[config.mk]
export PLATFORM = sky130hd
export DESIGN_NAME = reaction_ctrl_flat
export DESIGN_NICKNAME = d
export VERILOG_FILES = /design/src/rtl/reaction_ctrl_if.sv /design/src/rtl/reaction_ctrl.sv /design/src/flat_wrapper.sv
export SDC_FILE = /design/constraint.sdc
export NUM_CORES = 1
export LEC_CHECK = 0
export CORE_ASPECT_RATIO = 1.1
export CORE_UTILIZATION = 50
export DETAILED_ROUTE_END_ITERATION = 8
export PLACE_DENSITY = 0.94
export SLEW_MARGIN = 20
export SYNTH_ARGS = -nofsm -noshare
export SYNTH_HDL_FRONTEND = slang
export SYNTH_SLANG_ARGS = --single-unit
[constraint.sdc]
create_clock -name clk -period 5.55 [get_ports clk]
set_input_delay 1.11 -clock clk [delete_from_list [all_inputs] [get_ports clk]]
set_output_delay 1.11 -clock clk [all_outputs]
set_load 0.03 [all_outputs]
[src/rtl/reaction_ctrl_if.sv]
// Signal bundle between reaction_ctrl and its environment (delay stage, buttons, display).
// master: the controller side; slave: the surrounding logic driving its inputs.
interface reaction_ctrl_if #(
  parameter int unsigned LED_W  = 10,
  parameter int unsigned DIGITS = 4
);
  logic                  tick_ms;
  logic                  start;
  logic                  stop;
  logic                  timeout;
  logic                  trigger;
  logic [LED_W-1:0]      led;
  logic [4*DIGITS-1:0]   time_bcd;
  logic                  valid;
  logic                  too_early;
  logic [4*DIGITS-1:0]   best_bcd;

  modport master (
    input  tick_ms, start, stop, timeout,
    output trigger, led, time_bcd, valid, too_early, best_bcd
  );

  modport slave (
    output tick_ms, start, stop, timeout,
    input  trigger, led, time_bcd, valid, too_early, best_bcd
  );
endinterface

[src/rtl/reaction_ctrl.sv]
// Reaction-timer game controller: arms the delay stage, lights LEDs, counts ms in BCD.
// Define REACTION_CTRL_BEST_EN to track the best (minimum) completed time.
module reaction_ctrl #(
  parameter int unsigned LED_W  = 10,
  parameter int unsigned DIGITS = 4
) (
  input  logic            clk,
  input  logic            rst_n,
  reaction_ctrl_if.master bus
);
  localparam int unsigned TW = 4 * DIGITS;
  localparam logic [TW-1:0] AllNines = {DIGITS{4'h9}};

  typedef enum logic [2:0] {StIdle, StArmed, StGo, StDone, StEarly} state_e;

  state_e           state_q;
  logic             start_q, stop_q;
  logic             trigger_q, valid_q, too_early_q;
  logic [LED_W-1:0] led_q;
  logic [TW-1:0]    time_q;
  logic             start_rise, stop_rise;
  logic [TW-1:0]    time_final;

  // Saturating BCD increment: all-9s holds instead of wrapping.
  function automatic logic [TW-1:0] bcd_inc(input logic [TW-1:0] v);
    logic [TW-1:0] r;
    logic          carry;
    r     = v;
    carry = 1'b1;
    if (v == AllNines) return v;
    for (int unsigned i = 0; i < DIGITS; i++) begin
      if (carry) begin
        if (r[4*i +: 4] == 4'd9) begin
          r[4*i +: 4] = 4'd0;
        end else begin
          r[4*i +: 4] = r[4*i +: 4] + 4'd1;
          carry       = 1'b0;
        end
      end
    end
    return r;
  endfunction

  always_comb begin
    start_rise = bus.start & ~start_q;
    stop_rise  = bus.stop & ~stop_q;
    time_final = bus.tick_ms ? bcd_inc(time_q) : time_q;
  end

  always_ff @(posedge clk or negedge rst_n) begin
    if (!rst_n) begin
      state_q     <= StIdle;
      start_q     <= 1'b0;
      stop_q      <= 1'b0;
      trigger_q   <= 1'b0;
      valid_q     <= 1'b0;
      too_early_q <= 1'b0;
      led_q       <= '0;
      time_q      <= '0;
    end else begin
      start_q   <= bus.start;
      stop_q    <= bus.stop;
      trigger_q <= 1'b0;
      unique case (state_q)
        StIdle, StDone, StEarly: begin
          if (start_rise) begin
            state_q     <= StArmed;
            trigger_q   <= 1'b1;
            time_q      <= '0;
            valid_q     <= 1'b0;
            too_early_q <= 1'b0;
          end
        end
        StArmed: begin
          // A stop press beats a coincident timeout.
          if (stop_rise) begin
            state_q     <= StEarly;
            too_early_q <= 1'b1;
          end else if (bus.timeout) begin
            state_q <= StGo;
            led_q   <= '1;
          end
        end
        StGo: begin
          time_q <= time_final;
          if (stop_rise) begin
            state_q <= StDone;
            led_q   <= '0;
            valid_q <= 1'b1;
          end
        end
        default: state_q <= StIdle;
      endcase
    end
  end

  assign bus.trigger   = trigger_q;
  assign bus.led       = led_q;
  assign bus.time_bcd  = time_q;
  assign bus.valid     = valid_q;
  assign bus.too_early = too_early_q;

`ifdef REACTION_CTRL_BEST_EN
  logic [TW-1:0] best_q;

  always_ff @(posedge clk or negedge rst_n) begin
    if (!rst_n) begin
      best_q <= AllNines;
    end else if (state_q == StGo && stop_rise && time_final < best_q) begin
      best_q <= time_final;
    end
  end

  assign bus.best_bcd = best_q;
`else
  assign bus.best_bcd = AllNines;
`endif
endmodule

[src/flat_wrapper.sv]
// flat-port wrapper written by rule: the top's interface ports become plain ports
module reaction_ctrl_flat 
#(
  parameter int unsigned LED_W  = 10,
  parameter int unsigned DIGITS = 4
)
  (clk, rst_n, bus_tick_ms, bus_start, bus_stop, bus_timeout, bus_trigger, bus_led, bus_time_bcd, bus_valid, bus_too_early, bus_best_bcd);
  reaction_ctrl_if #(.LED_W(LED_W), .DIGITS(DIGITS)) bus_i ();
  input  logic clk;
  input  logic rst_n;
  input wire logic [$bits(bus_i.tick_ms)-1:0] bus_tick_ms;
  input wire logic [$bits(bus_i.start)-1:0] bus_start;
  input wire logic [$bits(bus_i.stop)-1:0] bus_stop;
  input wire logic [$bits(bus_i.timeout)-1:0] bus_timeout;
  output wire logic [$bits(bus_i.trigger)-1:0] bus_trigger;
  output wire logic [$bits(bus_i.led)-1:0] bus_led;
  output wire logic [$bits(bus_i.time_bcd)-1:0] bus_time_bcd;
  output wire logic [$bits(bus_i.valid)-1:0] bus_valid;
  output wire logic [$bits(bus_i.too_early)-1:0] bus_too_early;
  output wire logic [$bits(bus_i.best_bcd)-1:0] bus_best_bcd;
  assign bus_i.tick_ms = bus_tick_ms;
  assign bus_i.start = bus_start;
  assign bus_i.stop = bus_stop;
  assign bus_i.timeout = bus_timeout;
  assign bus_trigger = bus_i.trigger;
  assign bus_led = bus_i.led;
  assign bus_time_bcd = bus_i.time_bcd;
  assign bus_valid = bus_i.valid;
  assign bus_too_early = bus_i.too_early;
  assign bus_best_bcd = bus_i.best_bcd;
  reaction_ctrl #(.LED_W(LED_W), .DIGITS(DIGITS)) u_core (.clk(clk), .rst_n(rst_n), .bus(bus_i));
endmodule
==> flow_metrics.tcl <==
set metrics [dict create \
    outcome "complete, but fails checks" \
    failing_checks "design-rule violations" \
    crit_buf_inv 1 \
    portion_of_total_power_attributed_to_combinational_logic 0.587 \
    reg2reg_to "u_core.bus.time_bcd[11]" \
    cts_buffers 3 \
    design.die.area_um2 3530 \
    post_cts_hold_buffer_count 0 \
    cp-start-kind "input port" \
    yosys.area_share.adder 0.0608 \
    postSynthRegisterBits 25 \
    avgRoutedWirePerCell_um 12.3 \
    post_synth_inst_count 181 \
    cp.arrival_ns 3.19 \
    die_y_um 62.2 \
    port_buffer_count 34 \
    detail_route.wirelength_mm 2.95 \
    worst_setup_path_startpoint "bus_start" \
    internal_power_uw 471 \
    p_sw_frac 0.498 \
    ir_drop_mv 0.253 \
    num-fill-cells 275 \
    seq_area_um2 626 \
    drive_above_1_share 0.0390 \
    tritoncts_clock_tree "built" \
    cpLargestDelayFamily "simple AND/OR/NAND/NOR gates" \
    cts_resized 0 \
    critical_setup_path_kind "in2reg" \
    layout_worst_path_cycle_share 0.527 \
    synth_cell_types 43 \
    antennaDiodeCount 0 \
    rrSetupSlack_ns 3.03 \
    start_util 0.531 \
    slew_viol_final 0 \
    post_route_setup_tns_ns 0 \
    final_antenna_net_count 0 \
    drt-initial-drc-count 32 \
    r2r.worst_path.cells 7 \
    htree_levels 1 \
    edff_count_synth 0 \
    ctsLongestPathBuffers 2 \
    clock_latency_ns 0.31 \
    largest_family_of_logic_cells_by_synthesized_area "simple AND/OR/NAND/NOR gates" \
    drt_pass1_iterations 6 \
    yosys.area_share.xor_xnor 0 \
    critPathSlowestCell "sky130_fd_sc_hd__or4_1" \
    die_width_um 56.7 \
    postSynth.asyncResetShare 1.00 \
    worstPathMaxFanout 9 \
    grt_remaining_overflow 0 \
    unrepaired_setup_endpoints_after_global_routing "false" \
    drcViolationCount 5 \
    dpl_cell_area_um2 1880 \
    power-per-cell-area_nw_per_um2 493 \
    core_area_um2 3100 \
    fin_nets 220 \
    route.vias.total 1342 \
    ys.flop_type "sky130_fd_sc_hd__dfrtp_1" \
    clockRootBuffer "sky130_fd_sc_hd__clkbuf_4" \
    clk_pin_slew_worst_paths_ns 0.13 \
    synth_top_cell_area_share 0.380 \
    design_area_um2 1900 \
    synth.cell_area_um2 1650 \
    multiInputGateArea_um2 845 \
    vias_per_cell 5.62 \
    report.final.setup_viol 0 \
    grt_first_pass_wirelength_mm 5.10 \
    yosysSeqAreaShare 0.380 \
    power_leakage_nw 0.851 \
    ioPinCount 51 \
    min_path_type "reg2reg" \
    max_slew_margin 0.641 \
    dp_hpwl_mm 2.21 \
    number_of_antenna_violations_at_the_first_check_in_global_routing 0 \
    synth.mux.area_fraction 0.00684 \
    reg2reg_from "u_core.bus.time_bcd[9]" \
    power.switching_uw 468 \
    place_congestion 0.797 \
    share_seq_of_total_power 0.327 \
    clock_sink_count 25 \
    netlist_top_cells_area "sky130_fd_sc_hd__dfrtp_1, sky130_fd_sc_hd__buf_4, sky130_fd_sc_hd__ha_1, sky130_fd_sc_hd__o21ai_0, sky130_fd_sc_hd__nand2_1" \
    cp_cell_sequence "clkdlybuf4s50_1, nor2b_1, nor3_1, a2111o_1, or4_1, nand3_1" \
    maxCapViolations 0 \
    track_usage 0.180 \
    setup.worst_path.end_class "flip-flop" \
    clock_power_share 0.086 \
    worstSetupEndpoint "u_core.bus.time_bcd[11]" \
    tightestPinTransition_ns 0.539 \
    placementRows 21 \
    clock-skew-final_ns 0.00646 \
    area_delta_synth_final_pct 15.7 \
    total_number_of_yosys_warnings 0 \
    timing.fmax_ghz 0.342 \
    crit_path_max_incr_delay_ns 0.53 \
    vias_in_the_first_global_route 1174 \
    syn-mean-instance-area_um2 9.10 \
    synth-compound-area-share 0.169 \
    worstPathRequired_ns 5.81 \
    synthDominantAreaCellType "sky130_fd_sc_hd__dfrtp_1" \
    final-hold-violation-count 0 \
    timing.critical_path.depth 6 \
    maximum_number_of_pins_on_one_net_before_global_route_repair 26 \
    synthSimpleGateAreaFrac 0.240 \
    fin_crit_ns 2.93 \
    post-cts-setup-buffer-count 0 \
]
worst register-to-register path, stage by stage, from the launching register on:
cell and delay, ns:
sky130_fd_sc_hd__dfrtp_1 0.42, sky130_fd_sc_hd__inv_1 0.08, sky130_fd_sc_hd__ha_1 0.18, sky130_fd_sc_hd__and3b_1 0.21, sky130_fd_sc_hd__a221o_1 0.41, sky130_fd_sc_hd__a2111o_1 0.55
sky130_fd_sc_hd__or4_1 0.53, sky130_fd_sc_hd__nand3_1 0.09
Yosys cell counts, types with 2 or more instances:
cell type	n
sky130_fd_sc_hd__conb_1	2
sky130_fd_sc_hd__ha_1	8
sky130_fd_sc_hd__a41o_1	2
sky130_fd_sc_hd__dfrtp_1	25
sky130_fd_sc_hd__o21a_1	2
sky130_fd_sc_hd__inv_1	8
sky130_fd_sc_hd__nor4_1	2
sky130_fd_sc_hd__a21oi_1	3
sky130_fd_sc_hd__or3_1	2
sky130_fd_sc_hd__nor2_1	10
sky130_fd_sc_hd__nor2b_1	8
sky130_fd_sc_hd__nand3_1	10
sky130_fd_sc_hd__nand4b_1	2
sky130_fd_sc_hd__buf_4	25
sky130_fd_sc_hd__nand3b_1	4
sky130_fd_sc_hd__nand2b_1	6
sky130_fd_sc_hd__nor3_1	5
sky130_fd_sc_hd__a22o_1	2
sky130_fd_sc_hd__clkbuf_1	3
sky130_fd_sc_hd__o21ai_0	13
sky130_fd_sc_hd__nand2_1	14
sky130_fd_sc_hd__a21o_1	4
worst min path at each step:
stage / start / end / cells after the start
detailed placement: u_core.bus.time_bcd[10] / u_core.bus.time_bcd[10] / 1
global route: u_core.bus.time_bcd[10] / u_core.bus.time_bcd[10] / 1
finish: u_core.bus.time_bcd[14] / u_core.bus.time_bcd[14] / 1
CTS: u_core.bus.time_bcd[10] / u_core.bus.time_bcd[10] / 1
global placement: u_core.bus.time_bcd[14] / u_core.bus.time_bcd[14] / 1
floorplan: u_core.start_q / u_core.state_q[0] / 3
registers in the layout, indices dropped and copies added, names as in the netlist:
signal                count
u_core.stop_q             1
u_core.bus.valid          1
u_core.start_q            1
u_core.state_q            3
u_core.bus.trigger        1
u_core.bus.time_bcd      16
u_core.bus.led            1
u_core.bus.too_early      1
layer usage:
metal  wire length (um)  vias to the layer above  GRT usage
li1                   -                      652          -
met1               1370                      647      0.233
met2               1410                       37      0.304
met3                126                        6     0.0292
met4                 44                        0     0.0563
met5                  0                        -          0
area by class of cell:
type | count | share of cell area
Multi-Input combinational cell | 134 | 0.443
Sequential cell | 25 | 0.329
Timing Repair Buffer | 34 | 0.176
Tap cell | 34 | 0.0223
Inverter | 8 | 0.0158
Clock buffer | 4 | 0.0138
cell usage in the layout (no fill, tap or decap), types with 3 or more instances in the layout:
master and instances:
sky130_fd_sc_hd__a21o_1 4, sky130_fd_sc_hd__a21oi_1 3, sky130_fd_sc_hd__clkbuf_4 3, sky130_fd_sc_hd__clkdlybuf4s50_1 33, sky130_fd_sc_hd__conb_1 16, sky130_fd_sc_hd__dfrtp_1 25
sky130_fd_sc_hd__ha_1 8, sky130_fd_sc_hd__inv_1 8, sky130_fd_sc_hd__nand2_1 14, sky130_fd_sc_hd__nand2b_1 6, sky130_fd_sc_hd__nand3_1 10, sky130_fd_sc_hd__nand3b_1 4
sky130_fd_sc_hd__nor2_1 10, sky130_fd_sc_hd__nor2b_1 8, sky130_fd_sc_hd__nor3_1 5, sky130_fd_sc_hd__o21ai_0 13
through the flow:
step           cells  power [mW]  worst slack, ns   util  hold slack, ns
2_1_floorplan    195       0.712             2.99      -           0.535
3_3_place_gp     235       0.849             2.38  0.607           0.524
3_5_place_dp     235       0.861             2.31  0.607           0.534
4_1_cts          239       0.942             2.65  0.616           0.561
5_1_grt          239        1.01             2.49  0.614           0.597
6_report         239       0.939             2.62  0.614           0.556
power groups by stage:
stage          Combinational [mW]  Clock [mW]  Sequential [mW]
2_1_floorplan               0.354           0            0.358
3_3_place_gp                0.541           0            0.307
3_5_place_dp                0.551           0            0.310
4_1_cts                     0.553      0.0835            0.306
5_1_grt                     0.600      0.0936            0.318
6_report                    0.551      0.0808            0.307
logic make-up after synthesis:
kind of cell | after synthesis
compound gates | 38
fa+ha+maj | 8
buf+inv | 36
flops | 25
mux | 1
other cells | 2
simple gates | 71
No activity file was read; power rests on OpenSTA's default activity.
